[config.mk]
export PLATFORM = sky130hd
export DESIGN_NAME = uart_cfg_handshake
export DESIGN_NICKNAME = d
export VERILOG_FILES = /design/src/rtl/uart_cfg_handshake.sv
export SDC_FILE = /design/constraint.sdc
export NUM_CORES = 1
export LEC_CHECK = 0
export CAP_MARGIN = 20
export CORE_UTILIZATION = 51
export DETAILED_ROUTE_END_ITERATION = 7
export GPL_ROUTABILITY_DRIVEN = 0
export GPL_TIMING_DRIVEN = 0
export PLACE_DENSITY_LB_ADDON = 0.2
export SKIP_LAST_GASP = 1
export SLEW_MARGIN = 10
export SYNTH_ARGS = -nofsm -noshare
export SYNTH_HDL_FRONTEND = slang
export SYNTH_SLANG_ARGS = --single-unit
[constraint.sdc]
create_clock -name clk_i -period 2.2 [get_ports clk_i]
set_input_delay 0.44 -clock clk_i [delete_from_list [all_inputs] [get_ports clk_i]]
set_output_delay 0.44 -clock clk_i [all_outputs]
set_load 0.02 [all_outputs]
[src/rtl/uart_cfg_handshake.sv]
// Master/slave configuration negotiation for the UART controller, exchanging {ID,VAL} bytes via the RX/TX FIFOs.
// Define UART_CFG_TIMEOUT_EN to add the ACK/packet timeout and per-packet retry; without it waits are unbounded.
module uart_cfg_handshake #(
    parameter int                DATA_W      = 8,
    parameter int                ID_W        = 4,
    parameter int                VAL_W       = 4,
    parameter int                NUM_FIELDS  = 3,
    parameter logic [DATA_W-1:0] REQ_PKT     = 8'hA5,
    parameter logic [DATA_W-1:0] ACKN_PKT    = 8'hFF,
    parameter int                TIMEOUT_CYC = 1024,
    parameter int                MAX_RETRY   = 3
) (
    input  logic                        clk_i,
    input  logic                        rst_i,
    input  logic                        cfg_req_mst_i,
    input  logic [NUM_FIELDS*VAL_W-1:0] cfg_fields_i,
    input  logic [DATA_W-1:0]           rx_data_i,
    input  logic                        rx_empty_i,
    output logic                        rx_read_o,
    output logic [DATA_W-1:0]           tx_data_o,
    output logic                        tx_write_o,
    input  logic                        tx_done_i,
    output logic [NUM_FIELDS*VAL_W-1:0] cfg_o,
    output logic                        cfg_done_o,
    output logic                        cfg_error_o,
    output logic                        busy_o
);
    localparam int CFG_W = NUM_FIELDS * VAL_W;
    localparam int P_W   = $clog2(NUM_FIELDS + 2);
    localparam logic [P_W-1:0]  P_LAST = P_W'(NUM_FIELDS + 1);
    localparam logic [ID_W-1:0] ID_END = '1;

    localparam logic [2:0] IDLE         = 3'd0;
    localparam logic [2:0] MST_SEND     = 3'd1;
    localparam logic [2:0] MST_WAIT_TX  = 3'd2;
    localparam logic [2:0] MST_WAIT_ACK = 3'd3;
    localparam logic [2:0] SLV_ACK      = 3'd4;
    localparam logic [2:0] SLV_WAIT_TX  = 3'd5;
    localparam logic [2:0] SLV_WAIT_PKT = 3'd6;

    logic [2:0]        state_q, state_d;
    logic [P_W-1:0]    pkt_q, pkt_d;
    logic [CFG_W-1:0]  shadow_q, shadow_d;
    logic [CFG_W-1:0]  cfg_q, cfg_d;
    logic              end_q, end_d;
    logic              done_q, done_d;
    logic              error_q, error_d;
    logic              rx_read, tx_write, retry_path, ack_seen, timeout, retry_ok;
    logic [DATA_W-1:0] tx_data, pkt_byte;
    logic [VAL_W-1:0]  pkt_val;
    logic [ID_W-1:0]   rx_id;
    logic [VAL_W-1:0]  rx_val;

    assign rx_id  = rx_data_i[DATA_W-1 -: ID_W];
    assign rx_val = rx_data_i[VAL_W-1:0];

`ifdef UART_CFG_TIMEOUT_EN
    localparam int TMR_W = (TIMEOUT_CYC > 1) ? $clog2(TIMEOUT_CYC) : 1;
    localparam int RTY_W = (MAX_RETRY > 0) ? $clog2(MAX_RETRY + 1) : 1;
    logic [TMR_W-1:0] timer_q;
    logic [RTY_W-1:0] retry_q;
    logic             in_wait;

    // Both wait states are only entered from a WAIT_TX state, so leaving them clears the timer.
    assign in_wait = (state_q == MST_WAIT_ACK) || (state_q == SLV_WAIT_PKT);

    always_ff @(posedge clk_i or posedge rst_i) begin
        if (rst_i)        timer_q <= '0;
        else if (in_wait) timer_q <= timer_q + 1'b1;
        else              timer_q <= '0;
    end

    always_ff @(posedge clk_i or posedge rst_i) begin
        if (rst_i)                                retry_q <= '0;
        else if (state_q == IDLE || ack_seen)     retry_q <= '0;
        else if (retry_path && retry_ok)          retry_q <= retry_q + 1'b1;
    end

    assign timeout  = in_wait && (timer_q == TMR_W'(TIMEOUT_CYC - 1));
    assign retry_ok = (retry_q < RTY_W'(MAX_RETRY));
`else
    logic unused_timeout_cfg;
    assign unused_timeout_cfg = ^{TIMEOUT_CYC, MAX_RETRY, ack_seen};
    assign timeout  = 1'b0;
    assign retry_ok = 1'b0;
`endif

    always_comb begin
        pkt_val = '0;
        for (int k = 0; k < NUM_FIELDS; k++)
            if (pkt_q == P_W'(k + 1)) pkt_val = shadow_q[k*VAL_W +: VAL_W];
        if (pkt_q == '0)          pkt_byte = REQ_PKT;
        else if (pkt_q == P_LAST) pkt_byte = {ID_END, {VAL_W{1'b0}}};
        else                      pkt_byte = {ID_W'(pkt_q), pkt_val};
    end

    always_comb begin
        // NOTE: every signal gets a default first so no path leaves it unassigned and infers a latch.
        state_d    = state_q;
        pkt_d      = pkt_q;
        shadow_d   = shadow_q;
        cfg_d      = cfg_q;
        end_d      = end_q;
        done_d     = 1'b0;
        error_d    = 1'b0;
        rx_read    = 1'b0;
        tx_write   = 1'b0;
        tx_data    = '0;
        retry_path = 1'b0;
        ack_seen   = 1'b0;
        case (state_q)
            IDLE: begin
                if (!rx_empty_i && rx_data_i == REQ_PKT) begin
                    rx_read  = 1'b1;
                    shadow_d = cfg_q;
                    end_d    = 1'b0;
                    state_d  = SLV_ACK;
                end else if (cfg_req_mst_i) begin
                    pkt_d    = '0;
                    shadow_d = cfg_fields_i;
                    state_d  = MST_SEND;
                end
            end
            MST_SEND: begin
                tx_write = 1'b1;
                tx_data  = pkt_byte;
                state_d  = MST_WAIT_TX;
            end
            MST_WAIT_TX: if (tx_done_i) state_d = MST_WAIT_ACK;
            MST_WAIT_ACK: begin
                if (!rx_empty_i) begin
                    rx_read = 1'b1;
                    if (rx_data_i == ACKN_PKT) begin
                        ack_seen = 1'b1;
                        if (pkt_q == P_LAST) begin
                            cfg_d   = shadow_q;
                            done_d  = 1'b1;
                            state_d = IDLE;
                        end else begin
                            pkt_d   = pkt_q + 1'b1;
                            state_d = MST_SEND;
                        end
                    end else begin
                        retry_path = 1'b1;
                    end
                end else if (timeout) begin
                    retry_path = 1'b1;
                end
            end
            SLV_ACK: begin
                tx_write = 1'b1;
                tx_data  = ACKN_PKT;
                state_d  = SLV_WAIT_TX;
            end
            SLV_WAIT_TX: begin
                if (tx_done_i) begin
                    if (end_q) begin
                        cfg_d   = shadow_q;
                        done_d  = 1'b1;
                        end_d   = 1'b0;
                        state_d = IDLE;
                    end else begin
                        state_d = SLV_WAIT_PKT;
                    end
                end
            end
            SLV_WAIT_PKT: begin
                if (!rx_empty_i) begin
                    rx_read = 1'b1;
                    if (rx_id != '0 && rx_id <= ID_W'(NUM_FIELDS)) begin
                        for (int k = 0; k < NUM_FIELDS; k++)
                            if (rx_id == ID_W'(k + 1)) shadow_d[k*VAL_W +: VAL_W] = rx_val;
                        state_d = SLV_ACK;
                    end else if (rx_id == ID_END) begin
                        end_d   = 1'b1;
                        state_d = SLV_ACK;
                    end else begin
                        error_d = 1'b1;
                        state_d = IDLE;
                    end
                end else if (timeout) begin
                    error_d = 1'b1;
                    state_d = IDLE;
                end
            end
            default: state_d = IDLE;
        endcase

        // A rejected master packet is resent with the same index or the negotiation is abandoned.
        if (retry_path) begin
            if (retry_ok) begin
                state_d = MST_SEND;
            end else begin
                error_d = 1'b1;
                state_d = IDLE;
            end
        end
    end

    always_ff @(posedge clk_i or posedge rst_i) begin
        if (rst_i) begin
            state_q  <= IDLE;
            pkt_q    <= '0;
            // NOTE: the shadow is tiny and must read as zero after reset, so it is reset like any register.
            shadow_q <= '0;
            cfg_q    <= '0;
            end_q    <= 1'b0;
            done_q   <= 1'b0;
            error_q  <= 1'b0;
        end else begin
            state_q  <= state_d;
            pkt_q    <= pkt_d;
            shadow_q <= shadow_d;
            cfg_q    <= cfg_d;
            end_q    <= end_d;
            done_q   <= done_d;
            error_q  <= error_d;
        end
    end

    assign rx_read_o   = rx_read;
    assign tx_write_o  = tx_write;
    assign tx_data_o   = tx_data;
    assign cfg_o       = cfg_q;
    assign cfg_done_o  = done_q;
    assign cfg_error_o = error_q;
    assign busy_o      = (state_q != IDLE);
endmodule

### After elaboration in Yosys (flattened, before gate mapping)

Cells that the tools add are included.
W data, S select, Z words.

* flip-flop bits (word level): 33
* input port bits: 25
* logic and storage cells: 133

* $add $sub $neg: 1
* $lt $le $gt $ge: 1
* equal/unequal tests: 39
* multiplexer cells: 63
* reduce and logical (&&, ||, !) cells: 20

Operator list (count)
* $mux W12: 9
* $mux W3: 16
* $pmux W12 S2: 2
* $ne A2 B2 Y1 const B: 16
* $mux W4: 6
* $reduce_and A6 Y1: 4
* $mux W1: 22
* $pmux W3 S7: 1
* $ne A3 B3 Y1 const B: 6
* $eq A8 B8 Y1 const B: 2
* $mux W8: 2
* $pmux W8 S2: 1
* $reduce_and A5 Y1: 3
* $eq A3 B2 Y1 const B: 4
* $eq A3 B3 Y1 const B: 4
* $eq A4 B2 Y1 const B: 2
* $eq A3 B1 Y1 const B: 2
* $logic_not A3 Y1: 2
* $pmux W3 S2: 1
* $reduce_bool A2 Y1: 3
* $reduce_bool A3 Y1: 2
* $eq A4 B1 Y1 const B: 1
* $eq A4 B4 Y1 const B: 1
* $le A4 B2 Y1 const B: 1
* other kinds (8): 11

### Logic depth before layout (Yosys ltp)

Gate-level depths: netlist of run 1.

* word-level depth: 7
* mapped depth: 8
* depth with buffers taken out: 7

### Least setup slack after synthesis of run 1

OpenSTA, ideal clock, no wires.

* path type: reg2out
* start: register pkt_q[0]
* end: output tx_data_o[1]
* arrival: 1760 ps
* data required time: 1760 ps
* path slack: 0 ps
* stages on the path, launching flop included: 7
* buffers on the path: 0
* path through: dfrtp_1 > ha_1 > ha_1 > nor2_1 > a22oi_1 > or3_1 > a21oi_1

* cells in the longest elaborated chain, start to end: 7

RTL lines
* from (decl): RTL line 42 `logic [P_W-1:0] pkt_q, pkt_d;`
* from (signal assigned): RTL line 212 `pkt_q <= pkt_d;`
* $eq A3 B1 Y1: RTL line 91 `if (pkt_q == P_W'(k + 1)) pkt_val = shadow_q[k*VAL_W +: VAL_W];`
* $mux W4 (3 in a row): RTL line 91
* $mux W8: RTL line 93 `else if (pkt_q == P_LAST) pkt_byte = {ID_END, {VAL_W{1'b0}}};`
* $mux W8 *: RTL line 92 `if (pkt_q == '0) pkt_byte = REQ_PKT;`
* $pmux W8 S2 *: RTL line 111 `case (state_q)`
* to (decl): RTL line 20 `output logic [DATA_W-1:0] tx_data_o,`

Mark *: on every way between the ends. The rest lies on a longest branch, timed or not.

### Worst setup path in the final report of run 1

* start: register pkt_q[1]
* end: output tx_data_o[1]

Same word-level chain as after synthesis.

==> out/metrics.cfg, run 1 <==
[grt]
grt_pass1_vias = 2083
antenna_found_initial = 0
grt_pass1_wl_um = 9960
track_usage_pct = 29.9
grt-ovfl-total = 0
grt_max_degree = 34

[critical_path]
timing.critical_path.buf_inv = 1
max_stage_delay_ns = 0.47
cp-start-kind = register
worst-endpoint-required_ns = 1.76
cp-end-kind = primary output
cpMostUsedCell = ha_4
crit_arrival_ns = 2.01
critical_path.top_delay_family = simple AND/OR/NAND/NOR gates
crit_type = reg2out
worst-path-max-fanout = 5
cp_slowest_cell = dfrtp_2
cp_cell_sequence = ha_4, ha_4, nor2_4, a22oi_2, or3_4, a21oi_4, buf_6

[clock_network]
cts_made_buffers = 5
clk_latency_ns = 0.29
cts.sinks = 33
cts_tree = done
clock_path_buffers = 2
h-tree-depth = 2
hold_buffers = 0
path_clk_slew_ns = 0.08
cts-root-buf = clkbuf_8

[run_status]
violations = negative setup slack
status = finished with violations

[sta]
min_period_over_period_pct = 111
fmax_mhz = 409
drv_slew = 0
relSlewSlack_pct = 53.1
post-route-worst-setup-slack_ns = -0.247
rsz0062_at_grt = yes
worst_clock_skew_ns = 0.0108
fin_tns_setup_ns = -0.695
period_needed_ns = 2.45
finalHoldViolations = 0
finalSetupViolations = 4
tightest_slew_ns = 0.703

[route]
drt_pass1_iterations = 4
drt-total-wl_um = 6610
wl_per_cell_um = 18.0
vias = 2198
vias_per_cell = 5.97
drt_iter0_drc = 195
drt_drc_violations_left = 0
ant_nets = 0

[power]
leakage_nw = 1.36
power_density_nw_per_um2 = 751
ir_worst_vdd_uv = 485
power_mw = 2.32

[floorplanning]
io_pins = 50
core_area_um2 = 4120
start_util_pct = 54.5
die-area_um2 = 4660
fp.dieW_um = 68.3
die_y_um = 68.3
fp-row-count = 23

[cells_and_area]
drive_gt1_share_pct = 33.3
layout.nets = 348
n_antenna_cell = 0
syn_to_final_growth_pct = 38.1

[synth]
syn_area_per_cell_um2 = 9.00
synth_common_cells = nand2_1, dfrtp_1, a21oi_1, mux2_2, nor2_1
synth_compound_area_share_pct = 20.1
syn-num-nets = 280
synth_edf_count = 0
async_flop_share_pct = 100
synth.largest_area_cell = dfrtp_1
synthMuxAreaShare_pct = 12.4
ys.flop_type = dfrtp_1
synth.top_cell.area_share_pct = 36.9
synth_warnings = 0
synthSimpleGateAreaFrac_pct = 22.1
synth-xor-area-share_pct = 0
synth_area_um2 = 2240
synth_top_family_by_area = simple AND/OR/NAND/NOR gates
syn_inst = 249
post-synth-top-count-cell = nand2_1
synth_area_leaders = dfrtp_1, mux2_2, nand2_1
ys_ff_latch = 33
synth_cell_type_count = 53
yosys.area_share.adder_pct = 3.35
synth_seq_area_share_pct = 36.9

[job]
max_cap_violations = 0

[min_path]
hold_class = in2reg

[place]
dp_hpwl_um = 4360
port_buffers = 48

## power by group
| group | internal [mW] | leakage, nW | switching, mW |
|---|---|---|---|
| Sequential | 0.746 | 0.425 | 0.110 |
| Clock | 0.254 | 0.0512 | 0.244 |
| Combinational | 0.399 | 0.886 | 0.571 |
## per-stage QoR
| step | hold WS, ns | area [µm²] | utilization, % | setup WS [ns] | std cells |
|---|---|---|---|---|---|
| 3_3_place_gp | 0.501 | 2790 | 67.8 | -1.09 | 347 |
| 3_5_place_dp | 0.506 | 2790 | 67.8 | -1.09 | 347 |
| 6_report | 0.486 | 3100 | 75.2 | -0.247 | 368 |
| 2_1_floorplan | 0.475 | 2250 | - | 0.0198 | 249 |
| 5_1_grt | 0.478 | 3100 | 75.2 | -0.297 | 368 |
| 4_1_cts | 0.477 | 3050 | 74.0 | -0.201 | 362 |
## placed cells by master, fill, tap and decap left out, types with 6 or more instances in the layout
cell             count
nor2_1              15
clkbuf_8             6
inv_1                6
buf_4               16
nand2_1             48
o21ai_0              6
a21oi_1             18
mux2_2              18
clkdlybuf4s50_1     29
clkbuf_2            12
a31oi_1             10
dfrtp_1             30
## cell families after synthesis
| kind of cell | Yosys count |
|---|---|
| simple gates | 95 |
| mux | 24 |
| buf+inv | 24 |
| compound gates | 67 |
| flops | 33 |
| fa+ha+maj | 6 |
## layer usage
| layer | up-vias | track usage [%] | part of all wire [%] |
|---|---|---|---|
| li1 | 1043 | - | - |
| met1 | 1058 | 38.1 | 44 |
| met4 | 0 | 9.38 | 1.7 |
| met2 | 84 | 49.8 | 48 |
| met3 | 13 | 7.00 | 6.3 |
| met5 | - | 0 | 0 |
## cell type report
type                       instances  area (µm²)
multi-input combinational        192        1430
fill                             303        1020
sequential                        33         830
timing repair buffer              61         531
buffer                            14         100
clock buffer                       6        82.6
tap                               50        62.6
inverter                          10        43.8
clock inverter                     2        13.8
## state kept, by name, summed over array words and instances (netlist names)
signal and flops:
cfg_done_o 1, shadow_q 12, state_q 3, pkt_q 3, end_q 1, cfg_o 12, cfg_error_o 1
## final timing paths
| path | start | endpoint | slack, ns | depth (start not counted) |
|---|---|---|---|---|
| worst max-delay path | pkt_q[1] | tx_data_o[1] | -0.25 | 7 |
| worst min-delay path | rx_empty_i | cfg_error_o | 0.49 | 2 |
| worst max register to register | state_q[0] | shadow_q[9] | 0.16 | 7 |
| worst min register to register | shadow_q[8] | shadow_q[8] | 0.52 | 1 |
| max in group asynchronous | rst_i | pkt_q[2] | 1.12 | 2 |
| min in group asynchronous | rst_i | cfg_done_o | 0.57 | 2 |
## what timing repair did
item	4_1_cts	5_1_grt
resized for setup	74	36
endpoints found under the setup margin	11	11
pin swaps	5	12
buffers inserted	7	6
Power figures use the tool's default switching activity.
==> inputs of run 2 (changes only) <==
SKIP_LAST_GASP = not set   (was 1)
==> out/metrics.cfg, run 2 (synthesis results as in run 1) <==
[critical_path]
cp-start-kind = register
max_stage_delay_ns = 0.47
cpMostUsedCell = ha_4
cp_slowest_cell = dfrtp_2
cp_cell_sequence = ha_4, ha_4, nor2_4, a22oi_2, or3_4, a21oi_4, buf_6
cp-end-kind = primary output
critical_path.top_delay_family = simple AND/OR/NAND/NOR gates
crit_type = reg2out
worst-path-max-fanout = 5
timing.critical_path.buf_inv = 1
worst-endpoint-required_ns = 1.76
crit_arrival_ns = 2.00

[cells_and_area]
final_common_cell = nand2_1
utilization_pct = 75.7
stdcell_count = 369
final_cell_mix = nand2_1, dfrtp_1, clkdlybuf4s50_1, a21oi_1, mux2_2
syn_to_final_growth_pct = 39.1
layout.nets = 349
n_antenna_cell = 0
fill_cells = 297
drive_gt1_share_pct = 33.9
fin_area_um2 = 3120

[floorplanning]
fp-row-count = 23
start_util_pct = 54.5
core_area_um2 = 4120
die-area_um2 = 4660
die_y_um = 68.3
fp.dieW_um = 68.3
io_pins = 50

[sta]
rsz0062_at_grt = yes
period_needed_ns = 2.44
min_period_over_period_pct = 111
worst_clock_skew_ns = 0.0118
drv_slew = 0
tightest_slew_ns = 0.705
finalSetupViolations = 4
fmax_mhz = 409
relSlewSlack_pct = 52.9
post-route-worst-setup-slack_ns = -0.245
finalHoldViolations = 0

[clock_network]
cts_made_buffers = 5
clock_path_buffers = 2
clk_latency_ns = 0.29
hold_buffers = 0
cts-root-buf = clkbuf_8
cts_tree = done
h-tree-depth = 2
cts.sinks = 33
path_clk_slew_ns = 0.08

[route]
drt_iter0_drc = 232
ant_nets = 0
drt_drc_violations_left = 0
wl_per_cell_um = 17.6
drt-total-wl_um = 6510
drt_pass1_iterations = 4
vias = 2194
vias_per_cell = 5.95

[run_status]
violations = negative setup slack
status = finished with violations

[power]
leakage_nw = 1.36
ir_worst_vdd_uv = 480
power_density_nw_per_um2 = 746

[grt]
track_usage_pct = 30.0
grt_pass1_vias = 2086
antenna_found_initial = 0
grt_pass1_wl_um = 9980
grt-ovfl-total = 0
grt_max_degree = 34

[place]
dp_hpwl_um = 4360
port_buffers = 48
placed_cells = 347
place_ws_ns = -1.09
place_area_um2 = 2790

[min_path]
hold_class = in2reg

[job]
max_cap_violations = 0

==> run 2: final cells by class <==
type	count	area (µm²)	share of cell area, %
plain buffers	14	100	3.21
clock buffers	6	82.6	2.65
clock inverters	2	13.8	0.442
inverters	10	43.8	1.41
multi-input cells	192	1450	46.4
flip-flops and latches	33	830	26.6
well taps	50	62.6	2.01
repair buffers	62	537	17.2
==> run 2: report_power, final <==
| part | switching, mW | internal (mW) | total [mW] |
|---|---|---|---|
| registers | 0.112 | 0.746 | 0.858 |
| clock network | 0.241 | 0.254 | 0.495 |
| logic | 0.569 | 0.402 | 0.972 |
==> run 2: path summary, 6_finish.rpt <==
path | startpoint | end | slack (ns) | cells past startpoint
hold reg to reg | shadow_q[8] | shadow_q[8] | 0.52 | 1
setup / recovery | pkt_q[1] | tx_data_o[1] | -0.24 | 7
min in group asynchronous | rst_i | cfg_done_o | 0.57 | 2
max in group asynchronous | rst_i | pkt_q[0] | 1.11 | 2
hold / removal | rx_empty_i | cfg_error_o | 0.48 | 2
setup reg to reg | state_q[0] | shadow_q[9] | 0.15 | 7
==> run 2: per-stage QoR <==
stage	total power, mW	hold slack, ns	TNS [ns]
final	2.33	0.482	-0.632
after global routing	2.46	0.477	-0.972
after CTS	2.30	0.476	-0.643
after detailed placement	1.82	0.506	-8.79
after global placement	1.80	0.501	-8.35
after floorplan	1.50	0.475	0
==> run 2: metal layers <==
metal | track usage (%) | up-vias | share of wire (%) | wire [µm]
li1 | - | 1042 | - | -
met1 | 38.4 | 1050 | 43 | 2810
met2 | 49.5 | 91 | 49 | 3170
met3 | 7.00 | 11 | 6.8 | 441
met4 | 9.38 | 0 | 1.4 | 88
met5 | 0 | - | 0 | 0
==> run 2: timing repair <==
action,in CTS,in global routing
gates resized for setup,82,35
setup buffers,7,7
pin swaps,6,13
endpoints found under the setup margin,11,11
==> inputs of run 3 (changes only) <==
GPL_ROUTABILITY_DRIVEN = not set   (was 0)
PLACE_DENSITY = 0.88   (was not set)
PLACE_DENSITY_LB_ADDON = not set   (was 0.2)
==> out/metrics.cfg, run 3 (synthesis results as in run 1) <==
[cells_and_area]
fin_area_um2 = 3080
final_common_cell = nand2_1
final_cell_mix = nand2_1, dfrtp_1, clkdlybuf4s50_1, a21oi_1, mux2_2
n_antenna_cell = 0
drive_gt1_share_pct = 30.4
layout.nets = 347
syn_to_final_growth_pct = 37.5

[route]
wl_per_cell_um = 18.2
vias = 2269
vias_per_cell = 6.20
drt_iter0_drc = 173
drt_pass1_iterations = 5
drt-total-wl_um = 6670
ant_nets = 0
drt_drc_violations_left = 0

[grt]
grt_pass1_vias = 2121
grt_pass1_wl_um = 10300
grt-ovfl-total = 0
antenna_found_initial = 0
grt_max_degree = 34
track_usage_pct = 30.5

[clock_network]
clock_path_buffers = 2
cts_tree = done
h-tree-depth = 2
clk_latency_ns = 0.29
cts.sinks = 33
cts_made_buffers = 5
hold_buffers = 0
cts-root-buf = clkbuf_8
path_clk_slew_ns = 0.08

[sta]
tightest_slew_ns = 0.709
drv_slew = 0
min_period_over_period_pct = 110
fmax_mhz = 415
post-route-worst-setup-slack_ns = -0.211
relSlewSlack_pct = 52.7
finalHoldViolations = 0
worst_clock_skew_ns = 0.00948
fin_tns_setup_ns = -0.565
finalSetupViolations = 5
rsz0062_at_grt = yes
period_needed_ns = 2.41

[critical_path]
crit_type = reg2out
ff2ff_path_depth = 7
timing.critical_path.buf_inv = 1
max_stage_delay_ns = 0.47
worst-path-max-fanout = 4
cp-end-kind = primary output
cp.depth = 7
cp_slowest_cell = dfrtp_2
critical_path.top_delay_family = simple AND/OR/NAND/NOR gates
cp_cell_sequence = ha_4, ha_4, nor2_4, a22oi_2, or3_1, a21oi_2, buf_6
worst-endpoint-required_ns = 1.76
cpMostUsedCell = ha_4
cp-start-kind = register
crit_arrival_ns = 1.97

[floorplanning]
fp.dieW_um = 68.3
io_pins = 50
fp-row-count = 23
die-area_um2 = 4660
die_y_um = 68.3
start_util_pct = 54.5
core_area_um2 = 4120

[power]
ir_worst_vdd_uv = 390
power_mw = 2.33
power_density_nw_per_um2 = 755
leakage_nw = 1.34

[run_status]
violations = negative setup slack
status = finished with violations

[min_path]
holdPathStages = 2
hold_class = in2reg

[place]
place_area_um2 = 2790
port_buffers = 48
dp_hpwl_um = 4350
globalplace.congestion = 0.861

[job]
max_cap_violations = 0

## run 3: path summary, 6_finish.rpt
| kind | startpoint | end | slack (ns) |
|---|---|---|---|
| worst max-delay path | pkt_q[0] | tx_data_o[1] | -0.21 |
| worst min-delay path | rx_empty_i | cfg_error_o | 0.47 |
| worst max register to register | state_q[1] | pkt_q[2] | 0.19 |
| worst min register to register | shadow_q[10] | shadow_q[10] | 0.52 |
| max in group asynchronous | rst_i | pkt_q[0] | 1.12 |
| min in group asynchronous | rst_i | cfg_error_o | 0.59 |
## run 3: layer usage
metal  global-route usage (%)  up-vias  share of wire, %
li1                         -     1040                 -
met1                     39.5     1095                42
met5                        0        -                 0
met4                     11.2        0               3.0
met3                     6.17       25               6.6
met2                     50.0      109                48
## run 3: through the flow
step	worst slack [ns]	std cells	hold WS [ns]	utilization (%)
after global placement	-1.13	347	0.508	67.8
final	-0.211	366	0.468	74.9
after detailed placement	-1.16	347	0.505	67.8
after CTS	-0.189	362	0.467	73.6
after global routing	-0.271	366	0.475	74.9
after floorplan	0.0198	249	0.475	-
## run 3: final cells by class
type / instances / area (µm²)
plain buffers: 14 / 103
repair buffers: 60 / 536
multi-input cells: 192 / 1420
clock buffers: 6 / 82.6
inverters: 10 / 43.8
clock inverters: 1 / 7.51
fillers: 284 / 1030
flip-flops and latches: 33 / 830
well taps: 50 / 62.6
## run 3: report_power, final
| part | total (mW) | switching [mW] | internal, mW | leakage [nW] |
|---|---|---|---|---|
| clock network | 0.484 | 0.237 | 0.247 | 0.0433 |
| logic | 0.990 | 0.585 | 0.405 | 0.876 |
| registers | 0.852 | 0.106 | 0.747 | 0.425 |
## run 3: what timing repair did
action,in CTS,in global routing
gates resized for setup,74,23
buffers inserted,8,4
pin swaps,4,6
cloned,0,0
setup endpoints to repair,13,13
